### src/rtl/drrip_req_arbiter_if.sv
// Request, engine and response signal bundle for the DRRIP request arbiter.
// The master modport is the arbiter's view; slave is the requesters/engine/consumer side.
interface drrip_req_arbiter_if #(
  parameter int N_REQ           = 2,
  parameter int SET_INDEX_WIDTH = 7
) ();
  localparam int ID_W = $clog2(N_REQ);

  logic [N_REQ-1:0]                 req_valid;
  logic [N_REQ-1:0]                 req_ready;
  logic [N_REQ*SET_INDEX_WIDTH-1:0] req_set;
  logic [N_REQ*4-1:0]               req_way;
  logic [N_REQ-1:0]                 req_hit;

  logic                             eng_valid;
  logic                             eng_hit;
  logic                             eng_miss;
  logic [SET_INDEX_WIDTH-1:0]       eng_set_index;
  logic [3:0]                       eng_access_way;
  logic                             eng_victim_ready;
  logic [3:0]                       eng_victim_way;

  logic                             rsp_valid;
  logic                             rsp_ready;
  logic [ID_W-1:0]                  rsp_id;
  logic [3:0]                       rsp_way;
  logic                             rsp_hit;
  logic                             rsp_err;

  modport master (
    input  req_valid, req_set, req_way, req_hit,
    input  eng_victim_ready, eng_victim_way,
    input  rsp_ready,
    output req_ready,
    output eng_valid, eng_hit, eng_miss, eng_set_index, eng_access_way,
    output rsp_valid, rsp_id, rsp_way, rsp_hit, rsp_err
  );

  modport slave (
    output req_valid, req_set, req_way, req_hit,
    output eng_victim_ready, eng_victim_way,
    output rsp_ready,
    input  req_ready,
    input  eng_valid, eng_hit, eng_miss, eng_set_index, eng_access_way,
    input  rsp_valid, rsp_id, rsp_way, rsp_hit, rsp_err
  );
endinterface

### src/rtl/drrip_req_arbiter.sv
// Round-robin front end for the DRRIP replacement engine: one lookup in flight,
// miss requests wait for a victim (with timeout), and a one-cycle idle gap follows each response.
module drrip_req_arbiter #(
  parameter int N_REQ           = 2,
  parameter int NUM_SETS        = 128,
  parameter int SET_INDEX_WIDTH = $clog2(NUM_SETS),
  parameter int NUM_WAYS        = 16,
  parameter int TIMEOUT_CYCLES  = 64,
  parameter int CNT_BITS        = 16
) (
  input  logic                clk,
  input  logic                rst_n,
  drrip_req_arbiter_if.master bus,
  output logic                busy,
  output logic [CNT_BITS-1:0] hit_cnt,
  output logic [CNT_BITS-1:0] miss_cnt
);

  localparam int             ID_W      = $clog2(N_REQ);
  localparam int             SW        = SET_INDEX_WIDTH;
  localparam int             TMO_W     = $clog2(TIMEOUT_CYCLES + 1);
  localparam logic [TMO_W-1:0] TMO_LAST = TMO_W'(TIMEOUT_CYCLES - 1);
  localparam logic [4:0]     WAY_LIMIT = 5'(NUM_WAYS);
  localparam logic [ID_W-1:0] LAST_ID  = ID_W'(N_REQ - 1);

  typedef enum logic [2:0] {
    ST_IDLE,
    ST_HIT,
    ST_MISS,
    ST_RESP,
    ST_GAP
  } state_t;

  state_t              state_reg;
  logic [ID_W-1:0]     rr_ptr_reg;
  logic [TMO_W-1:0]    tmo_reg;
  logic [CNT_BITS-1:0] hit_cnt_reg;
  logic [CNT_BITS-1:0] miss_cnt_reg;

  logic                eng_valid_reg;
  logic                eng_hit_reg;
  logic                eng_miss_reg;
  logic [SW-1:0]       eng_set_index_reg;
  logic [3:0]          eng_access_way_reg;

  logic                rsp_valid_reg;
  logic [ID_W-1:0]     rsp_id_reg;
  logic [3:0]          rsp_way_reg;
  logic                rsp_hit_reg;
  logic                rsp_err_reg;

  logic [SW-1:0]       set_arr [N_REQ];
  logic [3:0]          way_arr [N_REQ];

  logic                grant_found;
  logic [ID_W-1:0]     grant_idx;
  logic [ID_W-1:0]     cand_idx;
  logic [N_REQ-1:0]    grant_onehot;
  logic                grant_way_ok;

  generate
    for (genvar gi = 0; gi < N_REQ; gi++) begin : g_unpack
      assign set_arr[gi] = bus.req_set[gi*SW +: SW];
      assign way_arr[gi] = bus.req_way[gi*4 +: 4];
    end
  endgenerate

  // Search starts at rr_ptr and wraps; the first valid requester found wins.
  always_comb begin
    grant_found = 1'b0;
    grant_idx   = '0;
    cand_idx    = '0;
    for (int k = 0; k < N_REQ; k++) begin
      cand_idx = ID_W'((int'(rr_ptr_reg) + k) % N_REQ);
      if (!grant_found && bus.req_valid[cand_idx]) begin
        grant_found = 1'b1;
        grant_idx   = cand_idx;
      end
    end
  end

  // Ready is gated by rst_n so every output reads zero while reset is held.
  always_comb begin
    grant_onehot = '0;
    if (state_reg == ST_IDLE && grant_found && rst_n) begin
      grant_onehot[grant_idx] = 1'b1;
    end
  end

  assign grant_way_ok = ({1'b0, way_arr[grant_idx]} < WAY_LIMIT);

  always_ff @(posedge clk or negedge rst_n) begin
    if (!rst_n) begin
      state_reg          <= ST_IDLE;
      rr_ptr_reg         <= '0;
      tmo_reg            <= '0;
      hit_cnt_reg        <= '0;
      miss_cnt_reg       <= '0;
      eng_valid_reg      <= 1'b0;
      eng_hit_reg        <= 1'b0;
      eng_miss_reg       <= 1'b0;
      eng_set_index_reg  <= '0;
      eng_access_way_reg <= '0;
      rsp_valid_reg      <= 1'b0;
      rsp_id_reg         <= '0;
      rsp_way_reg        <= '0;
      rsp_hit_reg        <= 1'b0;
      rsp_err_reg        <= 1'b0;
    end else begin
      case (state_reg)
        ST_IDLE: begin
          if (grant_found) begin
            rr_ptr_reg        <= (grant_idx == LAST_ID) ? '0 : ID_W'(grant_idx + 1'b1);
            rsp_id_reg        <= grant_idx;
            rsp_hit_reg       <= bus.req_hit[grant_idx];
            eng_set_index_reg <= set_arr[grant_idx];
            if (bus.req_hit[grant_idx]) begin
              if (grant_way_ok) begin
                eng_valid_reg      <= 1'b1;
                eng_hit_reg        <= 1'b1;
                eng_access_way_reg <= way_arr[grant_idx];
                state_reg          <= ST_HIT;
              end else begin
                // Illegal way: answer with an error without touching the engine.
                eng_access_way_reg <= way_arr[grant_idx];
                rsp_valid_reg      <= 1'b1;
                rsp_way_reg        <= way_arr[grant_idx];
                rsp_err_reg        <= 1'b1;
                state_reg          <= ST_RESP;
              end
            end else begin
              eng_valid_reg      <= 1'b1;
              eng_miss_reg       <= 1'b1;
              eng_access_way_reg <= '0;
              tmo_reg            <= '0;
              if (miss_cnt_reg != {CNT_BITS{1'b1}}) begin
                miss_cnt_reg <= miss_cnt_reg + CNT_BITS'(1);
              end
              state_reg <= ST_MISS;
            end
          end
        end

        ST_HIT: begin
          eng_valid_reg <= 1'b0;
          eng_hit_reg   <= 1'b0;
          if (hit_cnt_reg != {CNT_BITS{1'b1}}) begin
            hit_cnt_reg <= hit_cnt_reg + CNT_BITS'(1);
          end
          rsp_valid_reg <= 1'b1;
          rsp_way_reg   <= eng_access_way_reg;
          rsp_err_reg   <= 1'b0;
          state_reg     <= ST_RESP;
        end

        ST_MISS: begin
          // A victim arriving on the final timeout cycle still counts as success.
          if (bus.eng_victim_ready) begin
            eng_valid_reg <= 1'b0;
            eng_miss_reg  <= 1'b0;
            rsp_valid_reg <= 1'b1;
            rsp_way_reg   <= bus.eng_victim_way;
            rsp_err_reg   <= 1'b0;
            state_reg     <= ST_RESP;
          end else if (tmo_reg == TMO_LAST) begin
            eng_valid_reg <= 1'b0;
            eng_miss_reg  <= 1'b0;
            rsp_valid_reg <= 1'b1;
            rsp_way_reg   <= '0;
            rsp_err_reg   <= 1'b1;
            state_reg     <= ST_RESP;
          end else begin
            tmo_reg <= tmo_reg + TMO_W'(1);
          end
        end

        ST_RESP: begin
          if (bus.rsp_ready) begin
            rsp_valid_reg <= 1'b0;
            state_reg     <= ST_GAP;
          end
        end

        ST_GAP: begin
          state_reg <= ST_IDLE;
        end

        default: begin
          state_reg <= ST_IDLE;
        end
      endcase
    end
  end

  assign bus.req_ready      = grant_onehot;
  assign bus.eng_valid      = eng_valid_reg;
  assign bus.eng_hit        = eng_hit_reg;
  assign bus.eng_miss       = eng_miss_reg;
  assign bus.eng_set_index  = eng_set_index_reg;
  assign bus.eng_access_way = eng_access_way_reg;
  assign bus.rsp_valid      = rsp_valid_reg;
  assign bus.rsp_id         = rsp_id_reg;
  assign bus.rsp_way        = rsp_way_reg;
  assign bus.rsp_hit        = rsp_hit_reg;
  assign bus.rsp_err        = rsp_err_reg;

  assign busy     = (state_reg != ST_IDLE);
  assign hit_cnt  = hit_cnt_reg;
  assign miss_cnt = miss_cnt_reg;

endmodule
### src/flat_wrapper.sv
// flat-port wrapper written by rule: the top's interface ports become plain ports
module drrip_req_arbiter_flat 
#(
  parameter int N_REQ           = 2,
  parameter int NUM_SETS        = 128,
  parameter int SET_INDEX_WIDTH = $clog2(NUM_SETS),
  parameter int NUM_WAYS        = 16,
  parameter int TIMEOUT_CYCLES  = 64,
  parameter int CNT_BITS        = 16
)
  (clk, rst_n, busy, hit_cnt, miss_cnt, bus_req_valid, bus_req_set, bus_req_way, bus_req_hit, bus_eng_victim_ready, bus_eng_victim_way, bus_rsp_ready, bus_req_ready, bus_eng_valid, bus_eng_hit, bus_eng_miss, bus_eng_set_index, bus_eng_access_way, bus_rsp_valid, bus_rsp_id, bus_rsp_way, bus_rsp_hit, bus_rsp_err);
  drrip_req_arbiter_if #(.N_REQ(N_REQ), .SET_INDEX_WIDTH(SET_INDEX_WIDTH)) bus_i ();
  input  logic clk;
  input  logic rst_n;
  output logic busy;
  output logic [CNT_BITS-1:0] hit_cnt;
  output logic [CNT_BITS-1:0] miss_cnt;
  input wire logic [$bits(bus_i.req_valid)-1:0] bus_req_valid;
  input wire logic [$bits(bus_i.req_set)-1:0] bus_req_set;
  input wire logic [$bits(bus_i.req_way)-1:0] bus_req_way;
  input wire logic [$bits(bus_i.req_hit)-1:0] bus_req_hit;
  input wire logic [$bits(bus_i.eng_victim_ready)-1:0] bus_eng_victim_ready;
  input wire logic [$bits(bus_i.eng_victim_way)-1:0] bus_eng_victim_way;
  input wire logic [$bits(bus_i.rsp_ready)-1:0] bus_rsp_ready;
  output wire logic [$bits(bus_i.req_ready)-1:0] bus_req_ready;
  output wire logic [$bits(bus_i.eng_valid)-1:0] bus_eng_valid;
  output wire logic [$bits(bus_i.eng_hit)-1:0] bus_eng_hit;
  output wire logic [$bits(bus_i.eng_miss)-1:0] bus_eng_miss;
  output wire logic [$bits(bus_i.eng_set_index)-1:0] bus_eng_set_index;
  output wire logic [$bits(bus_i.eng_access_way)-1:0] bus_eng_access_way;
  output wire logic [$bits(bus_i.rsp_valid)-1:0] bus_rsp_valid;
  output wire logic [$bits(bus_i.rsp_id)-1:0] bus_rsp_id;
  output wire logic [$bits(bus_i.rsp_way)-1:0] bus_rsp_way;
  output wire logic [$bits(bus_i.rsp_hit)-1:0] bus_rsp_hit;
  output wire logic [$bits(bus_i.rsp_err)-1:0] bus_rsp_err;
  assign bus_i.req_valid = bus_req_valid;
  assign bus_i.req_set = bus_req_set;
  assign bus_i.req_way = bus_req_way;
  assign bus_i.req_hit = bus_req_hit;
  assign bus_i.eng_victim_ready = bus_eng_victim_ready;
  assign bus_i.eng_victim_way = bus_eng_victim_way;
  assign bus_i.rsp_ready = bus_rsp_ready;
  assign bus_req_ready = bus_i.req_ready;
  assign bus_eng_valid = bus_i.eng_valid;
  assign bus_eng_hit = bus_i.eng_hit;
  assign bus_eng_miss = bus_i.eng_miss;
  assign bus_eng_set_index = bus_i.eng_set_index;
  assign bus_eng_access_way = bus_i.eng_access_way;
  assign bus_rsp_valid = bus_i.rsp_valid;
  assign bus_rsp_id = bus_i.rsp_id;
  assign bus_rsp_way = bus_i.rsp_way;
  assign bus_rsp_hit = bus_i.rsp_hit;
  assign bus_rsp_err = bus_i.rsp_err;
  drrip_req_arbiter #(.N_REQ(N_REQ), .NUM_SETS(NUM_SETS), .SET_INDEX_WIDTH(SET_INDEX_WIDTH), .NUM_WAYS(NUM_WAYS), .TIMEOUT_CYCLES(TIMEOUT_CYCLES), .CNT_BITS(CNT_BITS)) u_core (.clk(clk), .rst_n(rst_n), .bus(bus_i), .busy(busy), .hit_cnt(hit_cnt), .miss_cnt(miss_cnt));
endmodule
### config.mk
export PLATFORM = sky130hd
export DESIGN_NAME = drrip_req_arbiter_flat
export DESIGN_NICKNAME = d
export VERILOG_FILES = /design/src/rtl/drrip_req_arbiter_if.sv /design/src/rtl/drrip_req_arbiter.sv /design/src/flat_wrapper.sv
export SDC_FILE = /design/constraint.sdc
export NUM_CORES = 1
export LEC_CHECK = 0
export ABC_CLOCK_PERIOD_IN_PS = 3610
export BUFFER_PORTS_ARGS = -buffer_cell sky130_fd_sc_hd__buf_2
export CORE_MARGIN = 2
export CORE_UTILIZATION = 40
export CTS_CLUSTER_SIZE = 14
export DETAILED_ROUTE_END_ITERATION = 10
export PLACE_DENSITY = 0.71
export SYNTH_ARGS = -nofsm -noshare
export SYNTH_HDL_FRONTEND = slang
export SYNTH_SLANG_ARGS = --single-unit
### constraint.sdc
create_clock -name clk -period 3.61 [get_ports clk]
set_clock_uncertainty 0.1 [all_clocks]
set_input_delay 0.1805 -clock clk [delete_from_list [all_inputs] [get_ports clk]]
set_output_delay 0.1805 -clock clk [all_outputs]
set_load 0.02 [all_outputs]
Yosys cells after proc, flatten, opt, wreduce, memory -nomap -nowiden
Index checks and enable logic that the tools add are counted.
W data, S select, Z words.
{"block": "word_totals", "output_inout_bits": 57, "regBits": 65, "in_bits": 34}
{"block": "op_classes", "mux": 51, "n_eq_ne": 13, "magnitude_cmp": 5, "n_reduce_logical": 22, "add_sub_neg": 5, "bitwise_logic": 2}
{"op": "$mux W7", "n": 7}
{"op": "$add A16 B1 Y16 const B", "n": 2}
{"op": "$ne A16 B16 Y1 const B", "n": 2}
{"op": "$mux W4", "n": 6}
{"op": "$mux W1", "n": 23}
{"op": "$pmux W7 S2", "n": 1}
{"op": "$mux W3", "n": 4}
{"op": "$pmux W3 S4", "n": 1}
{"op": "$reduce_and A3 Y1", "n": 4}
{"op": "$ne A2 B2 Y1 const B", "n": 5}
{"op": "$reduce_bool A3 Y1", "n": 3}
{"op": "$pmux W4 S2", "n": 1}
{"op": "$reduce_and A4 Y1", "n": 2}
{"op": "$add A7 B1 Y7 const B", "n": 1}
{"op": "$eq A7 B6 Y1 const B", "n": 1}
{"op": "$eq A3 B2 Y1 const B", "n": 2}
{"op": "$lt A1 B2 Y1 const B", "n": 3}
{"op": "$pmux W1 S2", "n": 3}
{"op": "$pmux W1 S3", "n": 2}
{"op": "$reduce_and A2 Y1", "n": 3}
{"op": "$reduce_bool A2 Y1", "n": 3}
{"op": "$reduce_and A5 Y1", "n": 1}
{"op": "$logic_and A1 B1 Y1", "n": 4}
{"op": "$mux W2", "n": 2}
{"op": "11 further kinds", "n": 12}

Depth between registers and ports, before layout
Gate-level depths: netlist of run 1.
{"block": "depth", "ltp_word": 11, "ltp_mapped": 7, "depth_no_buf": 6}

Least setup slack after synthesis of run 1
No wires, ideal clock.
{"block": "synth_path", "path_kind": "reg2out", "from": "register u_core.state_reg[0]", "to": "output port bus_req_ready[1]", "n_path_buf": 2, "t_arrival_ps": 1751, "path_stages_with_launch": 7, "slack_ps": 1578, "required_time_ps": 3329, "cell_sequence": "dfrtp_1 > buf_6 > or3_4 > or2_1 > buf_2 > nor2_4 > and2_1"}
{"block": "synth_between", "elab_chain_len": 4}
{"element": "start, declared", "line_no": "drrip_req_arbiter.sv:34", "source": "state_t state_reg;"}
{"element": "start signal, assigned", "line_no": "drrip_req_arbiter.sv:94", "source": "state_reg <= ST_IDLE;"}
{"element": "start signal, assigned", "line_no": "drrip_req_arbiter.sv:122", "source": "state_reg <= ST_HIT;"}
{"element": "start signal, assigned", "line_no": "drrip_req_arbiter.sv:129", "source": "state_reg <= ST_RESP;"}
{"element": "$logic_not A3 Y1", "line_no": "drrip_req_arbiter.sv:85", "source": "if (state_reg == ST_IDLE && grant_found && rst_n) begin"}
{"element": "$logic_and A1 B1 Y1 (2 in series)", "line_no": "drrip_req_arbiter.sv:85"}
{"element": "$mux W2", "line_no": "drrip_req_arbiter.sv:85"}
{"element": "end, declared", "line_no": "flat_wrapper.sv:25", "source": "output wire logic [$bits(bus_i.req_ready)-1:0] bus_req_ready;"}
No other way between the ends.

Final worst setup path of run 1
{"block": "layout_path", "from": "register u_core.state_reg[1]", "to": "register u_core.eng_set_index_reg[1] (netlist: u_core.bus.eng_set_index[1])"}
{"block": "layout_between", "elab_chain_len": 2}
{"element": "$logic_not A3 Y1", "line_no": "drrip_req_arbiter.sv:110", "source": "case (state_reg)"}
{"element": "$reduce_and A2 Y1 (no line)"}
{"element": "end signal, assigned", "line_no": "drrip_req_arbiter.sv:116", "source": "eng_set_index_reg <= set_arr[grant_idx];"}
{"element": "end, declared", "line_no": "drrip_req_arbiter.sv:43", "source": "logic [SW-1:0] eng_set_index_reg;"}
No other way between the ends.
A chain may end at the register's enable or synchronous reset.

==> impl_results.rst, run 1 <==
.. list-table::
   :header-rows: 1

   * - Metric
     - Value
   * - Endpoint required time on the critical path
     - 3.73 ns
   * - Arr. time, crit path
     - 2.94 ns
   * - Power Total
     - 2.81 mW
   * - Flop-to-flop setup slack
     - 0.79 ns
   * - TritonCTS Sinks
     - 65
   * - FF+latch count, synth
     - 65
   * - Pin count of the biggest net entering global routing
     - 51
   * - DR vias
     - 2703
   * - Synth-to-layout area growth
     - 27.8%
   * - Number of standard-cell rows in the floorplan
     - 32
   * - Cell area after synthesis
     - 3180 um^2
   * - Start of the worst register-to-register path
     - u_core.state_reg[1]
   * - Syn Area/Cell
     - 10.6 um^2
   * - CTS root buffer
     - sky130_fd_sc_hd__clkbuf_8
   * - Clk pin slew, worst setup/hold paths
     - 0.07 ns
   * - Normalized max-slew margin
     - 42.9%
   * - Final antenna diode count
     - 0
   * - Final core utilization
     - 52.6%
   * - Number of antenna violations at the first check in global routing
     - 0
   * - First-pass GRT wire length
     - 12600 um
   * - Worst path setup slack after routing
     - 0.788 ns
   * - Setup_tns
     - 0 ns
   * - Slew @ Worst Pin
     - 0.851 ns
   * - Share of layout cells above drive strength 1
     - 27.9%
   * - Die X
     - 93.2 um
   * - Vert. Die Dim
     - 93.2 um
   * - Power density over cell area
     - 691 nW/um^2
   * - Yosys synthesis warning count
     - 0
   * - Peak Freq
     - 354 MHz
   * - Final setup fails
     - 0
   * - Via count of the first global-routing pass
     - 2648
   * - Final number of max-transition violations
     - 0
   * - Number of fill cells in the layout
     - 720
   * - Starting Density
     - 41.1%
   * - Static leakage power
     - 2.01 nW
   * - Remaining Overflow, GRT
     - 0
   * - Count of distinct cell types in the synthesized netlist
     - 49
   * - Count of boundary I/O pins
     - 91
   * - Kind of critical path
     - reg2reg
   * - Detailed-route vias per instance
     - 5.26
   * - Placed wire-length estimate after detailed placement
     - 5350 um
   * - Full die area
     - 8680 um^2
   * - Kind of cell adding the most delay to the critical path
     - simple AND/OR/NAND/NOR gates
   * - CP Capture Type
     - register
   * - Syn_nets
     - 337
   * - Outcome
     - complete, no violations
   * - Reg2reg path depth
     - 5
   * - Count of cells along the worst hold path
     - 3
   * - Number of nets with antenna violations after detailed routing
     - 0
   * - Global placer's final weighted congestion
     - 0.877
   * - Maximum clock insertion buffer count
     - 2
   * - Cts bufs inserted
     - 9
   * - Cell-by-cell trace of the critical path
     - or3_4 > or2_1 > a222oi_1 > dlygate4sd3_1 > inv_1
   * - Final critical-path required period
     - 2.82 ns
   * - Worst setup timing slack at the placement stage
     - 1.18 ns
   * - Total Routing Usage GR
     - 18.5%
   * - Critical path fanouts, max
     - 19
   * - Worst hold start
     - bus_req_way[4]
   * - Sort of element at the start of the critical path
     - register
   * - Setup repair after global routing missed its margin
     - no
   * - Clock Latency Late Sink
     - 0.33 ns
   * - Min-Delay Endpoint
     - u_core.bus.eng_access_way[0]
   * - Area share of the largest cell type after synthesis
     - 51.2%
   * - H-Tree Depth
     - 3
   * - Number of maximum-capacitance constraint violations
     - 0
   * - Core area
     - 7730 um^2
   * - Biggest cell delay along the critical path
     - 0.59 ns
   * - Capturing point of the worst reg2reg path
     - u_core.bus.eng_set_index[1]
   * - Class of the worst hold path
     - in2reg
   * - Count of nets after finishing
     - 445
   * - Cell type with the highest aggregate area in the netlist
     - sky130_fd_sc_hd__dfrtp_1
   * - Sequential element share of the synthesized area
     - 51.2%
   * - Detailed-route DRC error count
     - 0
   * - Non-Filler Instances
     - 514
   * - Placed Instances
     - 483
   * - Iteration-0 DRC Markers
     - 125
   * - Gate count after technology mapping
     - 300
   * - Router iterations before antenna repair
     - 6
   * - Number of port buffers
     - 90
   * - Total count of hold-check failures in the final report
     - 0
   * - Post-cts resize count
     - 0
   * - Slowest CP cell
     - sky130_fd_sc_hd__dlygate4sd3_1
   * - Routed WL per cell
     - 14.7 um
   * - Top post-synthesis cells by area
     - sky130_fd_sc_hd__dfrtp_1 (51%), sky130_fd_sc_hd__xor2_1 (4.7%), sky130_fd_sc_hd__xnor2_1 (4.1%)
   * - Worst supply voltage drop on vdd
     - 0.347 mV
   * - CTS tree
     - yes
   * - Number of buffers and inverters on the critical path
     - 2
   * - Period utilization
     - 78.2%
   * - Total wire length after detailed routing
     - 7550 um
## worst min-delay path, cell delays in order
cell and delay, ns:
sky130_fd_sc_hd__buf_2 0.09, sky130_fd_sc_hd__mux2i_1 0.12, sky130_fd_sc_hd__o31ai_1 0.08
## logic make-up after synthesis
kind of cell,Yosys count,share of synthesized area [%]
multiplexers,8,2.64
AO/OA/AOI/OAI,48,11.2
flip-flops,65,51.2
AND/OR/NAND/NOR,119,21.4
adder cells (fa/ha/maj),3,1.18
XOR/XNOR,32,8.82
buffers and inverters,25,3.58
## cells in the mapped netlist (all sizes together)
| library cell | n |
|---|---|
| a21boi | 2 |
| a21o | 5 |
| a21oi | 4 |
| a222oi | 7 |
| a22o | 1 |
| a31oi | 1 |
| a32oi | 5 |
| and2 | 3 |
| and3 | 5 |
| and4 | 3 |
| buf | 6 |
| clkbuf | 4 |
| dfrtp | 65 |
| ha | 3 |
| inv | 15 |
| mux2 | 3 |
| mux2i | 5 |
| nand2 | 24 |
| nand2b | 2 |
| nand3 | 16 |
| nand4 | 13 |
| nor2 | 23 |
| nor2b | 4 |
| nor3 | 10 |
| nor4 | 7 |
| nor4b | 3 |
| o211a | 1 |
| o211ai | 1 |
| o21a | 1 |
| o21ai | 13 |
| o31a | 1 |
| o31ai | 6 |
| or2 | 2 |
| or3 | 1 |
| or3b | 1 |
| or4 | 1 |
| or4b | 1 |
| xnor2 | 15 |
| xor2 | 17 |
## through the flow
| step | instance area, um^2 | hold slack [ns] |
|---|---|---|
| 2_1_floorplan | 3180 | -0.215 |
| 3_3_place_gp | 3710 | 0.0248 |
| 3_5_place_dp | 3710 | 0.0253 |
| 4_1_cts | 4060 | 0.0723 |
| 5_1_grt | 4060 | 0.0967 |
| 6_report | 4060 | 0.0860 |
## worst max path at each step
stage	startpoint	end	slack (ns)	depth (start not counted)
floorplan	u_core.state_reg[0]	bus_req_ready[1]	1.58	6
global placement	u_core.state_reg[1]	bus_req_ready[1]	1.25	5
detailed placement	u_core.state_reg[1]	bus_req_ready[1]	1.18	5
CTS	u_core.state_reg[1]	bus_req_ready[1]	0.80	5
global route	u_core.state_reg[1]	u_core.bus.eng_set_index[5]	0.62	5
finish	u_core.state_reg[1]	u_core.bus.eng_set_index[1]	0.79	5
## power breakdown
part,switching [mW],internal (mW),total (mW),leakage [nW]
Combinational,0.609,0.443,1.05,1.07
Clock,0.263,0.351,0.614,0.102
Sequential,0.212,0.929,1.14,0.833
Total,1.08,1.72,2.81,2.01
## placed cells by master (no fill, tap or decap), types with 3 or more instances in the layout
cell type and n:
sky130_fd_sc_hd__a32oi_1 5, sky130_fd_sc_hd__clkbuf_8 11, sky130_fd_sc_hd__mux2i_1 5, sky130_fd_sc_hd__o21ai_1 3, sky130_fd_sc_hd__and2_1 3, sky130_fd_sc_hd__nor4_1 5
sky130_fd_sc_hd__o21ai_0 10, sky130_fd_sc_hd__nor3_1 10, sky130_fd_sc_hd__nand3_1 15, sky130_fd_sc_hd__xnor2_1 15, sky130_fd_sc_hd__o31ai_1 6, sky130_fd_sc_hd__dlygate4sd3_1 16
sky130_fd_sc_hd__dfrtp_1 65, sky130_fd_sc_hd__nor2_1 21, sky130_fd_sc_hd__nand2_1 24, sky130_fd_sc_hd__buf_2 90, sky130_fd_sc_hd__nor2b_1 4, sky130_fd_sc_hd__ha_1 3
sky130_fd_sc_hd__a222oi_1 7, sky130_fd_sc_hd__nand4_1 13, sky130_fd_sc_hd__inv_1 15, sky130_fd_sc_hd__a21o_1 5, sky130_fd_sc_hd__xor2_1 17, sky130_fd_sc_hd__and3_1 5
sky130_fd_sc_hd__and4_1 3, sky130_fd_sc_hd__a21oi_1 3
## final cells by class
class	count	area, um^2	area share, %
clock buffers	12	155	3.82
clock inverters	3	40.0	0.986
inverters	15	56.3	1.39
multi-input cells	210	1440	35.4
flip-flops and latches	65	1630	40.0
well taps	102	128	3.14
repair buffers	107	618	15.2
## what timing repair did
item	CTS	global route
hold endpoints to repair	23	0
buffers inserted	0	0
hold buffers	16	0
## routing by layer
layer | global-route usage, % | routed length (um) | share of wire [%] | vias to the layer above
li1 | - | - | - | 1301
met1 | 23.9 | 3300 | 44 | 1324
met4 | 6.37 | 89 | 1.2 | 0
met2 | 30.9 | 3830 | 51 | 72
met5 | 0 | 0 | 0 | -
met3 | 4.19 | 331 | 4.4 | 6
No activity file was read; power rests on OpenSTA's default activity.
==> inputs of run 2 (changes only) <==
- ABC_AREA: default -> 1
- ABC_CLOCK_PERIOD_IN_PS: 3610 -> 2500
- PLACE_DENSITY: 0.71 -> 0.72
- clock period: 3.61 -> 2.5 ns (I/O delays scaled with it)
==> impl_results.rst, run 2 <==
.. list-table::
   :header-rows: 1

   * - Metric
     - Value
   * - Post-synth top flop
     - sky130_fd_sc_hd__dfrtp_1
   * - Peak Freq
     - 466 MHz
   * - Pin count of the biggest net entering global routing
     - 44
   * - Syn_nets
     - 546
   * - Outcome
     - complete, no violations
   * - Cell type with the highest aggregate area in the netlist
     - sky130_fd_sc_hd__dfrtp_1
   * - Count of flip-flops with a built-in enable after synthesis
     - 0
   * - Number of port buffers
     - 90
   * - Cts bufs inserted
     - 9
   * - Proportion of synthesized flip-flops having asynchronous set or reset
     - 100%
   * - Top post-synthesis cells by area
     - sky130_fd_sc_hd__dfrtp_1 (44%), sky130_fd_sc_hd__nand2_1 (25%), sky130_fd_sc_hd__nand3_1 (4.9%)
   * - Setup repair after global routing missed its margin
     - no
   * - Endpoint required time on the critical path
     - 2.28 ns
   * - Post-cts resize count
     - 0
   * - Detailed-route DRC error count
     - 0
   * - Total wire length after detailed routing
     - 9090 um
   * - Final critical-path required period
     - 2.15 ns
   * - Commonest non-fill, non-tap cells in the layout
     - sky130_fd_sc_hd__nand2_1 (248), sky130_fd_sc_hd__buf_2 (90), sky130_fd_sc_hd__dfrtp_1 (65), sky130_fd_sc_hd__nor2_1 (47), sky130_fd_sc_hd__nand3_1 (36)
   * - Most frequent standard cell in the layout excluding fill and tap cells
     - sky130_fd_sc_hd__nand2_1
   * - Final number of max-transition violations
     - 0
   * - Count of distinct cell types in the synthesized netlist
     - 29
   * - Number of nets with antenna violations after detailed routing
     - 0
   * - DR vias
     - 3626
   * - Syn Area/Cell
     - 7.21 um^2
   * - Full die area
     - 9960 um^2
   * - Total Routing Usage GR
     - 19.2%
   * - Number of antenna violations at the first check in global routing
     - 0
   * - Yosys synthesis warning count
     - 0
   * - First-pass GRT wire length
     - 15600 um
   * - Maximum clock insertion buffer count
     - 2
   * - Number of maximum-capacitance constraint violations
     - 0
   * - Synthesized-area fraction occupied by adder cells
     - 1.02%
   * - Share of layout cells above drive strength 1
     - 20.3%
   * - Cell area reported after detailed placement
     - 4210 um^2
   * - Detailed-route vias per instance
     - 4.88
   * - Remaining Overflow, GRT
     - 0
   * - Cell area after synthesis
     - 3670 um^2
   * - Period utilization
     - 85.8%
   * - TritonCTS Sinks
     - 65
   * - Count of nets after finishing
     - 667
   * - Total count of hold-check failures in the final report
     - 0
   * - Critical Path Start
     - u_core.state_reg[1]
   * - Sort of element at the start of the critical path
     - register
   * - Start of the worst register-to-register path
     - u_core.state_reg[1]
   * - Compound-gate portion of the synthesized area
     - 4.06%
   * - Class of the worst hold path
     - in2reg
   * - FF+latch count, synth
     - 65
   * - Worst supply voltage drop on vdd
     - 0.573 mV
   * - Core area
     - 8810 um^2
   * - Simple-gate area share of the yosys netlist
     - 41.2%
   * - Post-layout instance area
     - 4680 um^2
   * - Starting Density
     - 41.7%
   * - Clk pin slew, worst setup/hold paths
     - 0.08 ns
   * - Arr. time, crit path
     - 1.92 ns
   * - Routed WL per cell
     - 12.2 um
   * - Slew @ Worst Pin
     - 0.653 ns
   * - Setup_tns
     - 0 ns
   * - Multiplexer area fraction after synthesis
     - 0%
   * - Most frequent cell after synthesis
     - sky130_fd_sc_hd__nand2_1
   * - CP Capture Type
     - primary output
   * - Die X
     - 99.8 um
   * - Sequential element share of the synthesized area
     - 44.3%
   * - Area share of the largest cell type after synthesis
     - 44.3%
   * - Placed wire-length estimate after detailed placement
     - 6600 um
   * - Vert. Die Dim
     - 99.8 um
   * - Clock Latency Late Sink
     - 0.33 ns
   * - Number of standard-cell rows in the floorplan
     - 34
   * - Main combinational cell family by area after synthesis
     - simple AND/OR/NAND/NOR gates
   * - Ranking of synthesized cells by instance count
     - sky130_fd_sc_hd__nand2_1 (248), sky130_fd_sc_hd__dfrtp_1 (65), sky130_fd_sc_hd__nor2_1 (47)
   * - Post-synthesis xor/xnor area fraction
     - 4.30%
   * - Via count of the first global-routing pass
     - 3519
   * - Power density over cell area
     - 955 nW/um^2
   * - Power Total
     - 4.47 mW
   * - Router iterations before antenna repair
     - 4
   * - Worst hold start
     - bus_eng_victim_way[3]
   * - Count of boundary I/O pins
     - 91
   * - H-Tree Depth
     - 3
   * - CTS tree
     - yes
   * - Gate count after technology mapping
     - 509
   * - Normalized max-slew margin
     - 56.4%
   * - Synth-to-layout area growth
     - 27.5%
   * - Iteration-0 DRC Markers
     - 165
   * - Static leakage power
     - 2.45 nW
   * - Critical path fanouts, max
     - 16
   * - Kind of critical path
     - reg2out
   * - Final antenna diode count
     - 0
   * - Final setup fails
     - 0
   * - Global placer's final weighted congestion
     - 0.855
   * - CTS root buffer
     - sky130_fd_sc_hd__clkbuf_8
-- run 2: power by group --
| part | internal (mW) | total, mW | switching [mW] |
|---|---|---|---|
| registers | 1.33 | 1.55 | 0.228 |
| logic | 0.677 | 1.93 | 1.25 |
| clock network | 0.561 | 0.988 | 0.426 |
-- run 2: worst paths after layout --
check,endpoint,cells past startpoint,slack [ns]
min reg2reg,u_core.bus.eng_miss,2,0.38
min in group asynchronous,u_core.bus.eng_set_index[0],2,0.21
min,u_core.bus.rsp_way[3],5,0.02
max reg2reg,u_core.bus.eng_set_index[2],8,0.40
max in group asynchronous,u_core.hit_cnt[7],3,1.13
max,bus_req_ready[0],8,0.35
-- run 2: worst max-delay path, cell delays in order, from the launching register on --
cell	delay [ns]
sky130_fd_sc_hd__dfrtp_1	0.43
sky130_fd_sc_hd__nor2_4	0.15
sky130_fd_sc_hd__nand2_4	0.10
sky130_fd_sc_hd__nor2_8	0.14
sky130_fd_sc_hd__inv_4	0.11
sky130_fd_sc_hd__nor2_2	0.28
sky130_fd_sc_hd__inv_1	0.11
sky130_fd_sc_hd__nor2_1	0.11
sky130_fd_sc_hd__buf_2	0.17
-- run 2: cell type report --
class,instances,area [um^2]
Fill cell,829,4130
Multi-Input combinational cell,404,1860
Sequential cell,65,1630
Timing Repair Buffer,117,716
Tap cell,108,135
Inverter,33,126
Clock buffer,9,124
Clock inverter,7,95.1
-- run 2: cell families after synthesis --
kind of cell	Yosys count
fa+ha+maj	3
flops	65
buf+inv	40
xor+xnor	18
simple gates	360
compound gates	23
-- run 2: stage by stage --
step	worst slack (ns)	hold slack [ns]	std cells	util, %
3_5_place_dp	0.546	0.0466	702	47.8
2_1_floorplan	0.779	-0.271	509	-
3_3_place_gp	0.620	0.0407	702	47.8
6_report	0.354	0.0232	743	53.1
5_1_grt	0.252	0.0581	743	53.1
4_1_cts	0.355	0.0135	743	53.1
-- run 2: routing by layer --
| metal | global-route usage [%] | wire length, um |
|---|---|---|
| met4 | 6.01 | 84 |
| met1 | 24.6 | 4140 |
| met2 | 32.8 | 4410 |
| met5 | 0 | 0 |
| met3 | 3.62 | 453 |
-- run 2: repair_timing --
action / 4_1_cts / 5_1_grt
endpoints found under the setup margin: 0 / 0
hold buffers: 25 / 0
hold endpoints to repair: 36 / 0
setup buffers: 0 / 0
